--- src/rtl/rr_arb_pkg.sv ---
// Shared types and constants for the round-robin grant sequencer.
// The width is fixed at 8 requesters to match the downstream 3-to-8 decoder.
package rr_arb_pkg;

  localparam int N_REQ = 8;
  localparam int IDX_W = 3;

  typedef logic [IDX_W-1:0] idx_t;

  typedef enum logic {IDLE = 1'b0, GRANT = 1'b1} arb_state_t;

  function automatic logic [N_REQ-1:0] idx_onehot(input idx_t i);
    idx_onehot = '0;
    idx_onehot[i] = 1'b1;
  endfunction

endpackage

--- src/rtl/rr_grant_sequencer_pick.sv ---
// Circular first-one finder: scans vec starting at start, wrapping modulo N_REQ.
module rr_pick
  import rr_arb_pkg::*;
(
  input  logic [N_REQ-1:0] vec,
  input  idx_t             start,
  output idx_t             idx,
  output logic             found
);

  idx_t pos;

  always_comb begin
    idx   = '0;
    found = 1'b0;
    pos   = '0;
    for (int i = 0; i < N_REQ; i++) begin
      pos = start + IDX_W'(i);
      if (!found && vec[pos]) begin
        idx   = pos;
        found = 1'b1;
      end
    end
  end

endmodule

--- src/rtl/rr_grant_sequencer.sv ---
// Round-robin arbiter over 8 requesters with grant hold and optional hold timeout.
// grant_idx / grant_valid are registered and drive the decoder select / enable.
module rr_grant_sequencer
  import rr_arb_pkg::*;
#(
  parameter int unsigned MAX_HOLD = 16
) (
  input  logic             clk,
  input  logic             rst_n,
  input  logic [N_REQ-1:0] req,
  output logic [IDX_W-1:0] grant_idx,
  output logic             grant_valid,
  output logic [IDX_W-1:0] ptr_dbg
);

  localparam int                CNT_W     = $clog2(MAX_HOLD) + 1;
  localparam bit                HOLD_EN   = (MAX_HOLD != 0);
  localparam logic [CNT_W-1:0]  HOLD_LAST = CNT_W'(HOLD_EN ? MAX_HOLD - 1 : 0);

  arb_state_t       state;
  idx_t             ptr;
  logic [CNT_W-1:0] hold_cnt;

  logic [N_REQ-1:0] pick_vec;
  idx_t             pick_start;
  idx_t             pick_idx;
  logic             pick_found;
  idx_t             next_idx;
  logic             owner_req;
  logic             timeout_hit;

  assign next_idx  = grant_idx + IDX_W'(1);
  assign owner_req = req[grant_idx];

  // While granted, the owner is masked out and the scan starts just past it, so
  // one finder serves both the release handoff and the forced rotation.
  always_comb begin
    pick_vec   = req;
    pick_start = ptr;
    if (state == GRANT) begin
      pick_vec   = req & ~idx_onehot(grant_idx);
      pick_start = next_idx;
    end
  end

  rr_pick u_pick (
    .vec   (pick_vec),
    .start (pick_start),
    .idx   (pick_idx),
    .found (pick_found)
  );

  assign timeout_hit = HOLD_EN && (hold_cnt == HOLD_LAST) && pick_found;

  always_ff @(posedge clk or negedge rst_n) begin
    if (!rst_n) begin
      state       <= IDLE;
      grant_idx   <= '0;
      grant_valid <= 1'b0;
      ptr         <= '0;
      hold_cnt    <= '0;
    end else begin
      case (state)
        IDLE: begin
          if (pick_found) begin
            grant_idx   <= pick_idx;
            grant_valid <= 1'b1;
            hold_cnt    <= '0;
            state       <= GRANT;
          end
        end
        GRANT: begin
          if (!owner_req) begin
            ptr      <= next_idx;
            hold_cnt <= '0;
            if (pick_found) begin
              grant_idx <= pick_idx;
            end else begin
              grant_valid <= 1'b0;
              state       <= IDLE;
            end
          end else if (timeout_hit) begin
            grant_idx <= pick_idx;
            ptr       <= next_idx;
            hold_cnt  <= '0;
          end else if (HOLD_EN && hold_cnt != HOLD_LAST) begin
            hold_cnt <= hold_cnt + CNT_W'(1);
          end
        end
        default: begin
          state       <= IDLE;
          grant_valid <= 1'b0;
        end
      endcase
    end
  end

  assign ptr_dbg = ptr;

endmodule

--- config.mk ---
export PLATFORM = sky130hd
export DESIGN_NAME = rr_grant_sequencer
export DESIGN_NICKNAME = d
export VERILOG_FILES = /design/src/rtl/rr_arb_pkg.sv /design/src/rtl/rr_grant_sequencer_pick.sv /design/src/rtl/rr_grant_sequencer.sv
export SDC_FILE = /design/constraint.sdc
export NUM_CORES = 1
export LEC_CHECK = 0
export ABC_AREA = 0
export CAP_MARGIN = 25
export CORE_MARGIN = 5
export CORE_UTILIZATION = 45
export CTS_BUF_LIST = sky130_fd_sc_hd__clkbuf_2 sky130_fd_sc_hd__clkbuf_4 sky130_fd_sc_hd__clkbuf_8
export DETAILED_ROUTE_END_ITERATION = 8
export GPL_TIMING_DRIVEN = 0
export PLACE_DENSITY = 0.71
export SLEW_MARGIN = 20
export SYNTH_ARGS = -nofsm -noshare
export SYNTH_HDL_FRONTEND = slang
export SYNTH_SLANG_ARGS = --single-unit
--- constraint.sdc ---
create_clock -name clk -period 5.8 [get_ports clk]
set_input_delay 1.16 -clock clk [delete_from_list [all_inputs] [get_ports clk]]
set_output_delay 1.16 -clock clk [all_outputs]
set_load 0.01 [all_outputs]
==> summary.txt, run 1 <==
Synth
  • Commonest cells post-synth: nand2_1, o21ai_0, dfrtp_1, nor2_1, a21oi_1
  • Yosys top cell area share: 20.9%
  • Synth top area cells: dfrtp_1, mux4_2, o21ai_0, a21oi_1, mux2i_1
  • Flops & latches, synth: 13
  • Mapped Cells: 185
  • Ys Warns: 0
  • Cell area after synthesis: 0.00156 mm²
  • Seq/Total Area, Yosys: 20.9%
  • Yosys top cell by area: dfrtp_1
  • Ys flop type: dfrtp_1
  • Synthesized net count: 199
  • Fraction of registers with async set/reset: 100%
  • Library cells used by synthesis: 53
  • Mean Syn Cell Area: 8.43 µm²
  • Number of synthesized flops with an enable pin: 0

Clock network
  • Clock Root Buffer: clkbuf_4
  • Worst-path clk slew: 0.08 ns
  • CTS Buf Count: 3
  • Hold-fix buffers at CTS: 0
  • CTS tree: built
  • Sink Count: 13
  • CTS H-tree lvls: 1
  • Clk Latency, worst-skew pair: 0.27 ns
  • Deepest clock path buffer count: 2
  • # resized after CTS: 0
  • Setup repair bufs after CTS: 0

Timing
  • Minimum clock period: 3.86 ns
  • Final Setup Violations: 0
  • Max Fclk: 0.259 GHz
  • Final Max Slew Viols: 0
  • Setup tns final: 0 ns
  • Worst-margin pin slew: 0.686 ns
  • Post-route setup slack: 1.94 ns
  • Final Skew: 0.00354 ns
  • Max-slew headroom: 53.0%
  • Period Utilization, post-route: 66.5%
  • RSZ-0062 raised after global routing: no
  • Final Hold Vio Count: 0

Placement
  • Placed Area: 0.00178 mm²
  • Placer Congestion: 0.935
  • Cell count after placement: 247
  • # port buffers: 16
  • Post-DP HPWL: 3280 µm
  • Dpl ws: 1.78 ns

GRT
  • Number of global-route vias before repair: 1465
  • Largest net degree at the start of global routing: 14
  • Total congestion overflow: 0
  • Gr usage total: 18.4%
  • First-pass GRT wire length: 6700 µm
  • Antenna violations before repair: 0

Cells and area
  • Nets@finish: 220
  • Ratio of cells with drive above 1 in the final layout: 14.6%
  • Ant diodes: 0
  • Non-Filler Instances: 251
  • Sequential Area: 325 µm²
  • Area of the multi-input gates: 0.00116 mm²
  • P&R area growth vs syn: 15.9%
  • Layout fillers: 307
  • Post-route cell area: 0.00181 mm²

Floorplanning
  • Die area: 0.00475 mm²
  • FP Rows: 21
  • IO Count: 17
  • Die Ht: 68.9 µm
  • Starting density of the core: 46.8%
  • Die X: 68.9 µm
  • Core area: 0.00334 mm²

Drt
  • DR pass1 iterations: 5
  • DR WL/cell: 16.6 µm
  • Vias per inst: 6.39
  • Final WL: 4170 µm
  • Final ANT Viol Nets: 0
  • Via count: 1603
  • Initial DRC Count: 107
  • Drt drc: 0

Setup path
  • Critical path fanouts, max: 9
  • Flop2flop setup slack: 1.94 ns
  • Critical Path AT: 4.02 ns
  • Setup crit start kind: flop
  • Kind of end point of the critical path: flop
  • CP required: 5.96 ns
  • Critical path type: reg -> reg

Min path
  • HP Class: reg -> reg

Run
  • MaxCap Viol Count: 0

Outcome
  • Status: finished, final reports clean
## worst paths after layout
path                                 to    startpoint  cells after the start
hold reg to reg             hold_cnt[4]   hold_cnt[4]                      1
max in group asynchronous  grant_idx[0]         rst_n                      1
hold / removal              hold_cnt[4]   hold_cnt[4]                      1
setup / recovery             ptr_dbg[2]  grant_idx[1]                     13
setup reg to reg             ptr_dbg[2]  grant_idx[1]                     13
min in group asynchronous   grant_valid         rst_n                      1
## through the flow
step,util [%],hold WS [ns]
floorplan,-,0.450
global placement,53.3,0.468
detailed placement,53.3,0.483
CTS,54.2,0.505
global route,54.2,0.523
finish,54.2,0.503
## layout make-up
cell class	count	area share (%)
multi-input combinational	158	64.2
sequential	13	18.0
timing repair buffer	16	8.86
tap	46	3.18
buffer	5	2.21
inverter	9	1.87
clock buffer	4	1.66
## layer usage
layer  up-vias  GRT usage (%)  wire length, µm
met5         -              0                0
met4         0           6.08               63
met3         8           3.08              306
met2        70           29.0             1980
met1       776           25.5             1810
li1        749              -                -
## cells in the final DEF, fill, tap and decap left out, drive strengths merged, types with 5 or more instances in the layout
| cell | n |
|---|---|
| clkdlybuf4s50 | 16 |
| dfrtp | 13 |
| nand3 | 9 |
| mux2i | 6 |
| o21ai | 16 |
| mux4 | 6 |
| nand2 | 16 |
| xnor2 | 5 |
| a31oi | 5 |
| o21a | 7 |
| nand2b | 6 |
| inv | 9 |
| o211ai | 6 |
| buf | 5 |
| nor2 | 13 |
| a21oi | 13 |
## state kept, by name, summed over array words and instances, names as in the netlist
name,cells
hold_cnt,5
state,1
grant_valid,1
grant_idx,3
ptr_dbg,3
## worst max-delay path: stages (launching register included)
cell	delay [ns]
dfrtp_1	0.54
ha_1	0.31
mux2_4	0.33
inv_2	0.17
ha_1	0.35
inv_1	0.22
o211ai_1	0.23
a21oi_1	0.19
mux4_2	0.33
and2_4	0.19
nand4_2	0.17
nor2b_4	0.20
o21ai_4	0.16
mux2_1	0.34
## logic make-up after synthesis
| logic type | Yosys count | synth area share [%] |
|---|---|---|
| AOI/OAI and AO/OA | 65 | 28.5 |
| and+or+nand+nor | 67 | 23.8 |
| buffers and inverters | 14 | 4.73 |
| DFF | 13 | 20.8 |
| adders and majority gates | 4 | 3.21 |
| xor gates and xnor gates | 7 | 3.93 |
| muxes | 15 | 14.9 |
Power of run 1 is left out: the tool's default activity adds up to more than one toggle a clock period on the data nets, which glitch-free logic cannot reach.
==> inputs of run 2 (changes only) <==
==> constraint.sdc (replaced) <==
create_clock -name clk -period 4.04 [get_ports clk]
set_input_delay 0.808 -clock clk [delete_from_list [all_inputs] [get_ports clk]]
set_output_delay 0.808 -clock clk [all_outputs]
set_load 0.01 [all_outputs]
==> run 2 against run 1 <==
  * Hold slack hardly changed
  * Critical path depth is 2 higher
  * Clock skew about the same
  * Final cell count did not move
  * Register-to-register slack worse by 1.7 ns
  * Largest cell class unchanged
==> summary.txt, run 2 (synthesis gave the netlist of run 1 again) <==
Outcome
  • Status: finished, final reports clean (unchanged)

Placement
  • Post-DP HPWL: 3280 µm (unchanged)
  • Placed Area: 0.00178 mm² (unchanged)
  • # port buffers: 16 (unchanged)
  • Placer Congestion: 0.935 (unchanged)

GRT
  • Number of global-route vias before repair: 1465 (unchanged)
  • Largest net degree at the start of global routing: 14 (unchanged)
  • Antenna violations before repair: 0 (unchanged)
  • Total congestion overflow: 0 (unchanged)
  • First-pass GRT wire length: 6700 µm (unchanged)
  • Gr usage total: 18.4% (unchanged)

Min path
  • Hold path startpoint: hold_cnt[4] (unchanged)
  • HP Class: reg -> reg (unchanged)

Floorplanning
  • FP Rows: 21 (unchanged)
  • Starting density of the core: 46.8% (unchanged)
  • Die X: 68.9 µm (unchanged)
  • Die area: 0.00475 mm² (unchanged)
  • IO Count: 17 (unchanged)
  • Core area: 0.00334 mm² (unchanged)
  • Die Ht: 68.9 µm (unchanged)

Cells and area
  • Most frequent cells in the layout: clkdlybuf4s50_1, nand2_1, o21ai_0 (unchanged)
  • Post-route cell area: 0.00181 mm² (about the same)
  • Nets@finish: 220 (unchanged)
  • Most common cell after layout, fill and taps aside: clkdlybuf4s50_1 (unchanged)
  • Layout fillers: 306 (was 307)
  • Reg with most FFs: hold_cnt (unchanged)
  • Flip-flop count of the largest register after layout: 5 (unchanged)
  • Ratio of cells with drive above 1 in the final layout: 15.6% (was 14.6%)
  • Ant diodes: 0 (unchanged)
  • P&R area growth vs syn: 16.0% (was 15.9%)

Timing
  • Final Max Slew Viols: 0 (unchanged)
  • Final Skew: 0.00339 ns (was 0.00354 ns)
  • Max Fclk: 0.266 GHz (was 0.259 GHz)
  • Final Setup Violations: 0 (unchanged)
  • Minimum clock period: 3.76 ns (was 3.86 ns)
  • Max-slew headroom: 52.7% (was 53.0%)
  • RSZ-0062 raised after global routing: no (unchanged)
  • Worst-margin pin slew: 0.689 ns (was 0.686 ns)
  • Final Hold Vio Count: 0 (unchanged)
  • Period Utilization, post-route: 93.0% (was 66.5%)
  • Worst Hold Slack: 0.503 ns (about the same)
  • Setup tns final: 0 ns (unchanged)

Clock network
  • Clk Latency, worst-skew pair: 0.27 ns (about the same)
  • Worst-path clk slew: 0.08 ns (about the same)
  • Sink Count: 13 (unchanged)
  • CTS H-tree lvls: 1 (unchanged)
  • CTS tree: built (unchanged)
  • Clock Root Buffer: clkbuf_4 (unchanged)
  • Deepest clock path buffer count: 2 (unchanged)
  • CTS Buf Count: 3 (unchanged)
  • Hold-fix buffers at CTS: 0 (unchanged)

Drt
  • DR pass1 iterations: 4 (was 5)
  • Final ANT Viol Nets: 0 (unchanged)
  • Initial DRC Count: 136 (was 107)
  • Final WL: 4160 µm (was 4170 µm)
  • Drt drc: 0 (unchanged)
  • Vias per inst: 6.37 (was 6.39)
  • DR WL/cell: 16.6 µm (about the same)
  • Via count: 1598 (was 1603)

Setup path
  • Reg2reg start: grant_idx[0] (was grant_idx[1])
  • Critical path type: reg -> reg (unchanged)
  • CP required: 4.20 ns (was 5.96 ns)
  • Critical path fanouts, max: 10 (was 9)
  • Kind of end point of the critical path: flop (unchanged)
  • Flop2flop setup slack: 0.28 ns (was 1.94 ns)
  • Worst Setup SP: grant_idx[0] (was grant_idx[1])
  • Critical Path AT: 3.92 ns (was 4.02 ns)
  • Setup crit start kind: flop (unchanged)

Run
  • MaxCap Viol Count: 0 (unchanged)
## run 2: cell types whose count changed in the layout (fill, tap and decap cells not counted)
cell / previous run / this run
o21ai_0: 15 / 14
dfrtp_1: 13 / 12
o21ai_1: 0 / 1
dfrtp_2: 0 / 1
inv_2: 1 / 2
inv_1: 8 / 7
## run 2: critical path: stages (launching register included)
cell	delay (ns)
dfrtp_1	0.42
buf_6	0.16
nand2b_1	0.17
nand2_2	0.16
buf_2	0.25
inv_1	0.07
ha_1	0.45
inv_2	0.13
o211ai_1	0.22
a21oi_1	0.13
mux4_2	0.57
and2_4	0.20
nand4_2	0.14
nor2b_4	0.19
o21ai_4	0.07
mux2_1	0.33
## run 2: final cells by class
cell class,count,area [µm²],share of cell area (%)
multi-input cells,158,1160,64.2
flip-flops and latches,13,327,18.0
inverters,9,33.8,1.87
well taps,46,57.6,3.18
repair buffers,16,160,8.85
clock buffers,4,30.0,1.66
plain buffers,5,40.0,2.21
## run 2: worst paths after layout
path,to,cells past startpoint
worst min-delay path,hold_cnt[4],1
worst max register to register,ptr_dbg[2],15
worst min register to register,hold_cnt[4],1
min in group asynchronous,grant_valid,1
max in group asynchronous,grant_idx[1],1
worst max-delay path,ptr_dbg[2],15
## run 2: metal layers
layer | share of wire [%] | vias up | GRT usage, %
li1 | - | 746 | -
met3 | 6.1 | 8 | 3.08
met2 | 48 | 68 | 29.0
met4 | 1.3 | 0 | 6.08
met5 | 0 | - | 0
met1 | 44 | 776 | 25.5
## run 2: repair_timing
item	in CTS	in global routing
setup endpoints to repair	0	2
resized for setup	0	3
setup buffers	0	0
## run 2: metrics by stage
stage	instances	utilization, %	worst slack, ns
6_report	251	54.2	0.282
4_1_cts	251	54.2	0.215
3_3_place_gp	247	53.3	0.315
2_1_floorplan	185	-	0.702
3_5_place_dp	247	53.3	0.238
5_1_grt	251	54.2	0.0763
Power of run 2 is left out for the same reason.
